<file path="config.mk">
export PLATFORM = sky130hd
export DESIGN_NAME = ss2_cobs_decoder
export DESIGN_NICKNAME = d
export VERILOG_FILES = /design/src/rtl/ss2_cobs_decoder.sv
export SDC_FILE = /design/constraint.sdc
export NUM_CORES = 1
export LEC_CHECK = 0
export CAP_MARGIN = 20
export CORE_MARGIN = 2
export CORE_UTILIZATION = 25
export CTS_BUF_LIST = sky130_fd_sc_hd__clkbuf_16
export DETAILED_ROUTE_END_ITERATION = 6
export SLEW_MARGIN = 15
export SYNTH_ARGS = -nofsm -noshare
export SYNTH_HDL_FRONTEND = slang
export SYNTH_SLANG_ARGS = --single-unit
</file>
<file path="constraint.sdc">
create_clock -name clk -period 3 [get_ports clk]
set_input_delay 0.45 -clock clk [delete_from_list [all_inputs] [get_ports clk]]
set_output_delay 0.45 -clock clk [all_outputs]
set_load 0.02 [all_outputs]
</file>
<file path="src/rtl/ss2_cobs_decoder.sv">
// Streaming COBS decoder feeding the SimpleSerial v2 parser.
// Decoded bytes pass through a one-byte stage so the final byte can carry out_last.
module ss2_cobs_decoder #(
    parameter int pMAX_LEN = 255,
    parameter int pTIMEOUT = 65535
) (
    input  logic       clk,
    input  logic       reset,
    input  logic [7:0] in_data,
    input  logic       in_valid,
    output logic [7:0] out_data,
    output logic       out_valid,
    output logic       out_last,
    output logic       frame_error,
    output logic       busy
);

    localparam int LEN_W = $clog2(pMAX_LEN + 1);
    localparam int TMO_W = (pTIMEOUT > 1) ? $clog2(pTIMEOUT) : 1;

    typedef enum logic [1:0] {
        IDLE,
        DATA,
        CODE,
        DISCARD
    } state_t;

    state_t            state, state_n;
    logic [7:0]        rem, rem_n;
    logic              zpend, zpend_n;
    logic [7:0]        stage_data, stage_data_n;
    logic              stage_full, stage_full_n;
    logic [LEN_W-1:0]  length, length_n;
    logic [TMO_W-1:0]  tmo_cnt, tmo_cnt_n;
    logic [7:0]        out_data_n;
    logic              out_valid_n, out_last_n, frame_error_n;
    logic              push_req;
    logic [7:0]        push_byte;

    always_ff @(posedge clk or posedge reset) begin
        if (reset) begin
            state       <= IDLE;
            rem         <= 8'h00;
            zpend       <= 1'b0;
            stage_data  <= 8'h00;
            stage_full  <= 1'b0;
            length      <= '0;
            tmo_cnt     <= '0;
            out_data    <= 8'h00;
            out_valid   <= 1'b0;
            out_last    <= 1'b0;
            frame_error <= 1'b0;
            busy        <= 1'b0;
        end else begin
            state       <= state_n;
            rem         <= rem_n;
            zpend       <= zpend_n;
            stage_data  <= stage_data_n;
            stage_full  <= stage_full_n;
            length      <= length_n;
            tmo_cnt     <= tmo_cnt_n;
            out_data    <= out_data_n;
            out_valid   <= out_valid_n;
            out_last    <= out_last_n;
            frame_error <= frame_error_n;
            busy        <= (state_n != IDLE);
        end
    end

    always_comb begin
        state_n       = state;
        rem_n         = rem;
        zpend_n       = zpend;
        stage_data_n  = stage_data;
        stage_full_n  = stage_full;
        length_n      = length;
        tmo_cnt_n     = tmo_cnt;
        out_data_n    = out_data;
        out_valid_n   = 1'b0;
        out_last_n    = 1'b0;
        frame_error_n = 1'b0;
        push_req      = 1'b0;
        push_byte     = 8'h00;

        if (in_valid) begin
            tmo_cnt_n = '0;
            case (state)
                IDLE: begin
                    if (in_data != 8'h00) begin
                        rem_n   = in_data - 8'd1;
                        zpend_n = (in_data != 8'hFF);
                        state_n = (in_data == 8'h01) ? CODE : DATA;
                    end
                end
                DATA: begin
                    if (in_data == 8'h00) begin
                        frame_error_n = 1'b1;
                        stage_full_n  = 1'b0;
                        state_n       = IDLE;
                    end else begin
                        push_req  = 1'b1;
                        push_byte = in_data;
                        rem_n     = rem - 8'd1;
                        if (rem == 8'd1) begin
                            state_n = CODE;
                        end
                    end
                end
                CODE: begin
                    if (in_data == 8'h00) begin
                        // A trailing pending zero is the COBS terminator, never data.
                        if (stage_full) begin
                            out_valid_n = 1'b1;
                            out_last_n  = 1'b1;
                            out_data_n  = stage_data;
                        end
                        stage_full_n = 1'b0;
                        state_n      = IDLE;
                    end else begin
                        push_req  = zpend;
                        push_byte = 8'h00;
                        rem_n     = in_data - 8'd1;
                        zpend_n   = (in_data != 8'hFF);
                        state_n   = (in_data == 8'h01) ? CODE : DATA;
                    end
                end
                DISCARD: begin
                    if (in_data == 8'h00) begin
                        state_n = IDLE;
                    end
                end
                default: state_n = IDLE;
            endcase
        end else if (state != IDLE && pTIMEOUT != 0) begin
            if (tmo_cnt == TMO_W'(pTIMEOUT - 1)) begin
                tmo_cnt_n     = '0;
                state_n       = IDLE;
                stage_full_n  = 1'b0;
                frame_error_n = (state != DISCARD);
            end else begin
                tmo_cnt_n = tmo_cnt + TMO_W'(1);
            end
        end else begin
            tmo_cnt_n = '0;
        end

        // Overflow wins over any code load above and drops the staged byte.
        if (push_req) begin
            if (length >= LEN_W'(pMAX_LEN)) begin
                frame_error_n = 1'b1;
                stage_full_n  = 1'b0;
                out_valid_n   = 1'b0;
                state_n       = DISCARD;
            end else begin
                if (stage_full) begin
                    out_valid_n = 1'b1;
                    out_data_n  = stage_data;
                end
                stage_data_n = push_byte;
                stage_full_n = 1'b1;
                length_n     = length + LEN_W'(1);
            end
        end

        if (state_n == IDLE) begin
            length_n = '0;
        end
    end

endmodule

</file>
### After elaboration in Yosys (flattened, before gate mapping)

Cells that the tools add are included.

| operators by class | value |
|---|---|
| $add $sub $neg | 4 |
| reduce and logical (&&, ||, !) cells | 17 |
| magnitude comparators | 1 |
| multipliers | 0 |
| divide/modulo/power cells | 0 |
| shift operators | 0 |
| mux-type cells | 60 |
| equality and inequality tests | 14 |
| bitwise operators | 1 |

Operator list:

| kind | number |
|---|---|
| $mux 8 | 16 |
| $mux 16 | 3 |
| $mux 1 | 26 |
| $pmux 8 s3 | 1 |
| $mux 2 | 11 |
| $add 16x1->16 const B | 1 |
| $eq 16x16->1 const B | 1 |
| $eq 8x1->1 const B | 2 |
| $sub 8x1->8 const B | 2 |
| $reduce_bool 3->1 | 3 |
| $add 8x1->8 const B | 1 |
| $ge 8x8->1 const B | 1 |
| $logic_not 8->1 | 1 |
| $ne 2x2->1 const B | 4 |
| $ne 8x8->1 const B | 1 |
| $pmux 2 s4 | 1 |
| $reduce_and 4->1 | 2 |
| $reduce_bool 2->1 | 4 |
| $reduce_bool 8->1 | 1 |
| $reduce_and 5->1 | 1 |
| $eq 2x2->1 const B | 2 |
| $logic_not 2->1 | 2 |
| $pmux 1 s2 | 2 |
| $reduce_and 2->1 | 2 |
| 6 further kinds | 6 |

| storage, ports and cells | value |
|---|---|
| register bits after elaboration | 56 |
| memories | 0 |
| memory bits (writable) | 0 |
| latch bits | 0 |
| ROM bits | 0 |

### Depth between registers and ports, before layout

| logic depth | value |
|---|---|
| depth in word-level cells | 10 |
| mapped depth | 10 |

### Worst setup path before layout

No wires, ideal clock.

| timing path | value |
|---|---|
| path kind | input to register |
| start point | input in_data[3] |
| end point | register length[6] |
| arrival | 2165 ps |
| setup time | 153 ps |
| slack | 681 ps |
| stages on the path | 6 |
| cells stage by stage | clkbuf_1 -> or4_4 -> o31ai_4 -> and4b_4 -> a2111oi_4 -> a221oi_2 |

| on the way | value |
|---|---|
| cells in the longest elaborated chain, start to end | 10 |
| elaborated cells on any way between the ends | 21 |
| classes of those cells | eq/ne (2); mux (14); reduce/logical (5) |

RTL lines:

| item | line | text |
|---|---|---|
| start: declaration | 9 | `input logic [7:0] in_data,` |
| $eq 8x1->1 | 92, 124 |  |
| $mux 2 | 92, 124 |  |
| $mux 2, on equally long branches | 110, 89 |  |
| $pmux 2 s4 | 87 | `case (state)` |
| $mux 2 | 85 | `if (in_valid) begin` |
| $mux 2 | 149 | `if (length >= LEN_W'(pMAX_LEN)) begin` |
| $mux 2 | 148 | `if (push_req) begin` |
| $logic_not 2->1 | 165 | `if (state_n == IDLE) begin` |
| $ne 2x1->1 (no source line) / $reduce_bool 2->1 (equally long branches) | n/a |  |
| $reduce_and 2->1 (no source line) | n/a |  |
| end signal: assignment | 60 | `length <= length_n;` |
| end: declaration | 33 | `logic [LEN_W-1:0] length, length_n;` |

Several ways; a longest one is shown, not always the timed one.
A chain may end at the register's enable or synchronous reset.

### Final worst setup path

| timing path | value |
|---|---|
| start point | input in_data[1] |
| end point | register length[1] |

Same word-level chain as after synthesis.

==> out/metrics.yaml <==
floorplan:
  die_x_um: 116
  io_pins: 23
  rows: 40
  start_util_pct: 25.8
  die_area_um2: 13400
  die_h_um: 116
  coreArea_um2: 12100
clock_tree:
  clk_latency_ns: 0.29
  htreeDepth: 2
  cts_tree: "done"
  postCtsSetupRepairBufs: 0
  path_clk_slew_ns: 0.06
  hold_buffers: 0
  cts_buffers: 5
  numClockSinks: 56
  postCtsResizedCells: 0
  cts_root_buffer: "clkbuf_16"
  clockBufferDepth: 2
logic_synthesis:
  syn_nets: 346
  synthesis.area_um2: 3110
  synthArstFlopShare_pct: 100
  synth_xor_xnor_area_share_pct: 7.32
  synth.avg_cell_area_um2: 9.63
  synth_cell_types: 50
  synth_fa_ha_area_share_pct: 4.83
  synth_compound_area_share_pct: 14.3
  synth_edf_count: 0
  synth-seq-cells: 56
  synth-seq-area-share_pct: 45.0
  synth.mux.area_fraction_pct: 3.54
  synth_top_family_by_area: "simple AND/OR/NAND/NOR gates"
  yosysWarnings: 0
  syn_inst: 323
  yosys.area_share.simple_pct: 19.8
  ys.flop_type: "dfrtp_1"
worst_setup_path:
  end_kind: "flop"
  reg2reg_slack_ns: 0.65
  critical_path.startpoint_type: "primary input"
  crit_chain: "clkdlybuf4s50_1, inv_1, ha_1, nand2b_1, o31ai_4, a211oi_1, a211oi_2, a21oi_1"
  max_stage_delay_ns: 0.66
  crit_fanout: 10
  worstSetupPathType: "in2reg"
  arrival_ns: 2.77
  crit_path_top_delay_cell: "a211oi_2"
  required_ns: 3.12
timing:
  hold_viol: 0
  tightest_slew_ns: 0.842
  skew_ns: 0.00885
  post-route-period-util_pct: 88.0
  tns_ns: 0
  maxSlewViolCount: 0
  holdWs_ns: 0.507
  finalSetupViolCount: 0
  max_freq_ghz: 0.379
  fin_crit_ns: 2.64
  relSlewSlack_pct: 43.8
  rsz0062_at_grt: "no"
job:
  cap_viol_max_count: 0
min_path:
  hp-class: "reg2reg"
place:
  port_buffers: 22
  gp_routability_congestion: 0.818
  dp_cells: 513
  dpl.hpwl_mm: 4.84
layout:
  fin_cells: 520
  fillers: 1205
  drive_above_1_share_pct: 11.6
  fin_nets: 375
  flow.area_growth_from_synthesis_pct: 21.1
  finalCoreUtilization_pct: 31.2
  antenna_cells: 0
drt:
  drt-pass1-iter-count: 4
  antenna_left: 0
  vias: 2425
  drtIter0Drc: 106
  via_per_inst: 4.66
  wirelength_mm: 6.60
  wl_per_cell_um: 12.7
  drc: 0
grt:
  antenna_found_initial: 0
  grt_pass1_wl_mm: 11.1
  track_usage_pct: 10.3
  grt-ovfl-total: 0
  grt_max_degree: 42
  grt_pass1_vias: 2360
power_and_ir_drop:
  power_density_nw_per_um2: 736
  power.leakage_uw: 0.00155
  max-vdd-ir-drop_mv: 0.440
  finalPower_uw: 2770
status:
  outcome: "finished, final reports clean"
==> logic make-up after synthesis <==
kind of cell | after synthesis
xor+xnor | 26
fa+ha+maj | 12
flops | 56
simple gates | 118
mux | 10
compound gates | 63
buf+inv | 38
==> cells in the mapped netlist, drive strengths merged (2+ instances only) <==
cell type	count	share of area [%]
dfrtp	56	45
nor2	31	3.7
inv	23	2.8
o21ai	21	3.7
nand3	20	3.2
nand2	18	2.2
a21oi	16	2.6
xnor2	13	3.7
xor2	13	3.7
ha	12	4.8
nand4	10	2.0
nor4	9	1.8
clkbuf	8	0.97
mux2	8	2.9
nor3	8	1.3
buf	7	1.5
and3	5	1.0
a211oi	4	1.1
a31oi	4	0.80
and4	4	1.1
nand2b	3	0.68
a21o	2	0.48
and2	2	0.40
mux2i	2	0.64
nor3b	2	0.48
o211ai	2	0.48
o32ai	2	0.56
or4	2	0.60
==> report_power, final <==
group	leakage (uW)	internal, uW	switching, uW
registers	0.000732	941	149
clock network	0.0000899	473	248
logic	0.000732	416	547
total	0.00155	1830	944
==> final cells by class <==
cell class	instances	area, um2	area share [%]
clock buffer	5	125	3.32
inverter	23	86.3	2.29
multi-input combinational	229	1550	41.2
clock inverter	2	60.1	1.59
tap	168	210	5.58
timing repair buffer	37	333	8.83
sequential	56	1400	37.2
==> sequential cells by signal, indices dropped and copies added (netlist names) <==
signal       cells
tmo_cnt         16
length           8
out_data         8
rem              8
stage_data       8
state            2
busy             1
frame_error      1
out_last         1
out_valid        1
stage_full       1
zpend            1
==> layer usage <==
layer  GRT usage (%)  wire length (um)  vias up
met4            4.90               207        0
li1                -                 -     1197
met1            13.9              3140     1165
met5               0                 0        -
met3            1.67               182       13
met2            16.0              3070       50
==> per-stage QoR <==
| step | cell area [um2] | worst slack [ns] |
|---|---|---|
| 3_3_place_gp | 3580 | 0.170 |
| 3_5_place_dp | 3580 | 0.0673 |
| 2_1_floorplan | 3110 | 0.681 |
| 4_1_cts | 3770 | 0.360 |
| 5_1_grt | 3770 | 0.183 |
| 6_report | 3770 | 0.360 |
==> worst paths after layout <==
check / depth (start not counted) / endpoint / startpoint
worst min register to register: 1 / out_data[3] / out_data[3]
worst min-delay path: 1 / out_data[3] / out_data[3]
max in group asynchronous: 3 / zpend / reset
worst max-delay path: 8 / length[1] / in_data[1]
worst max register to register: 8 / out_data[1] / state[1]
min in group asynchronous: 2 / out_data[2] / reset
==> placed cells by master, fill, tap and decap left out, types with 7 or more instances in the layout <==
| master | synthesis | layout |
|---|---|---|
| dfrtp_1 | 56 | 56 |
| nor2_1 | 31 | 31 |
| inv_1 | 23 | 22 |
| clkdlybuf4s50_1 | 0 | 22 |
| o21ai_0 | 20 | 20 |
| nand3_1 | 20 | 20 |
| nand2_1 | 18 | 18 |
| a21oi_1 | 16 | 16 |
| buf_4 | 0 | 15 |
| xor2_1 | 13 | 13 |
| xnor2_1 | 13 | 13 |
| ha_1 | 12 | 12 |
| nand4_1 | 10 | 10 |
| nor4_1 | 9 | 9 |
| mux2_2 | 8 | 8 |
| nor3_1 | 8 | 7 |
==> critical path, delay by kind of cell <==
| family | cells | cell delay [ns] |
|---|---|---|
| AND/OR/NAND/NOR | 1 | 0.19 |
| buffers and inverters | 2 | 0.56 |
| adder cells (fa/ha/maj) | 1 | 0.30 |
| AO/OA/AOI/OAI | 4 | 1.26 |
Power figures use the tool's default switching activity.
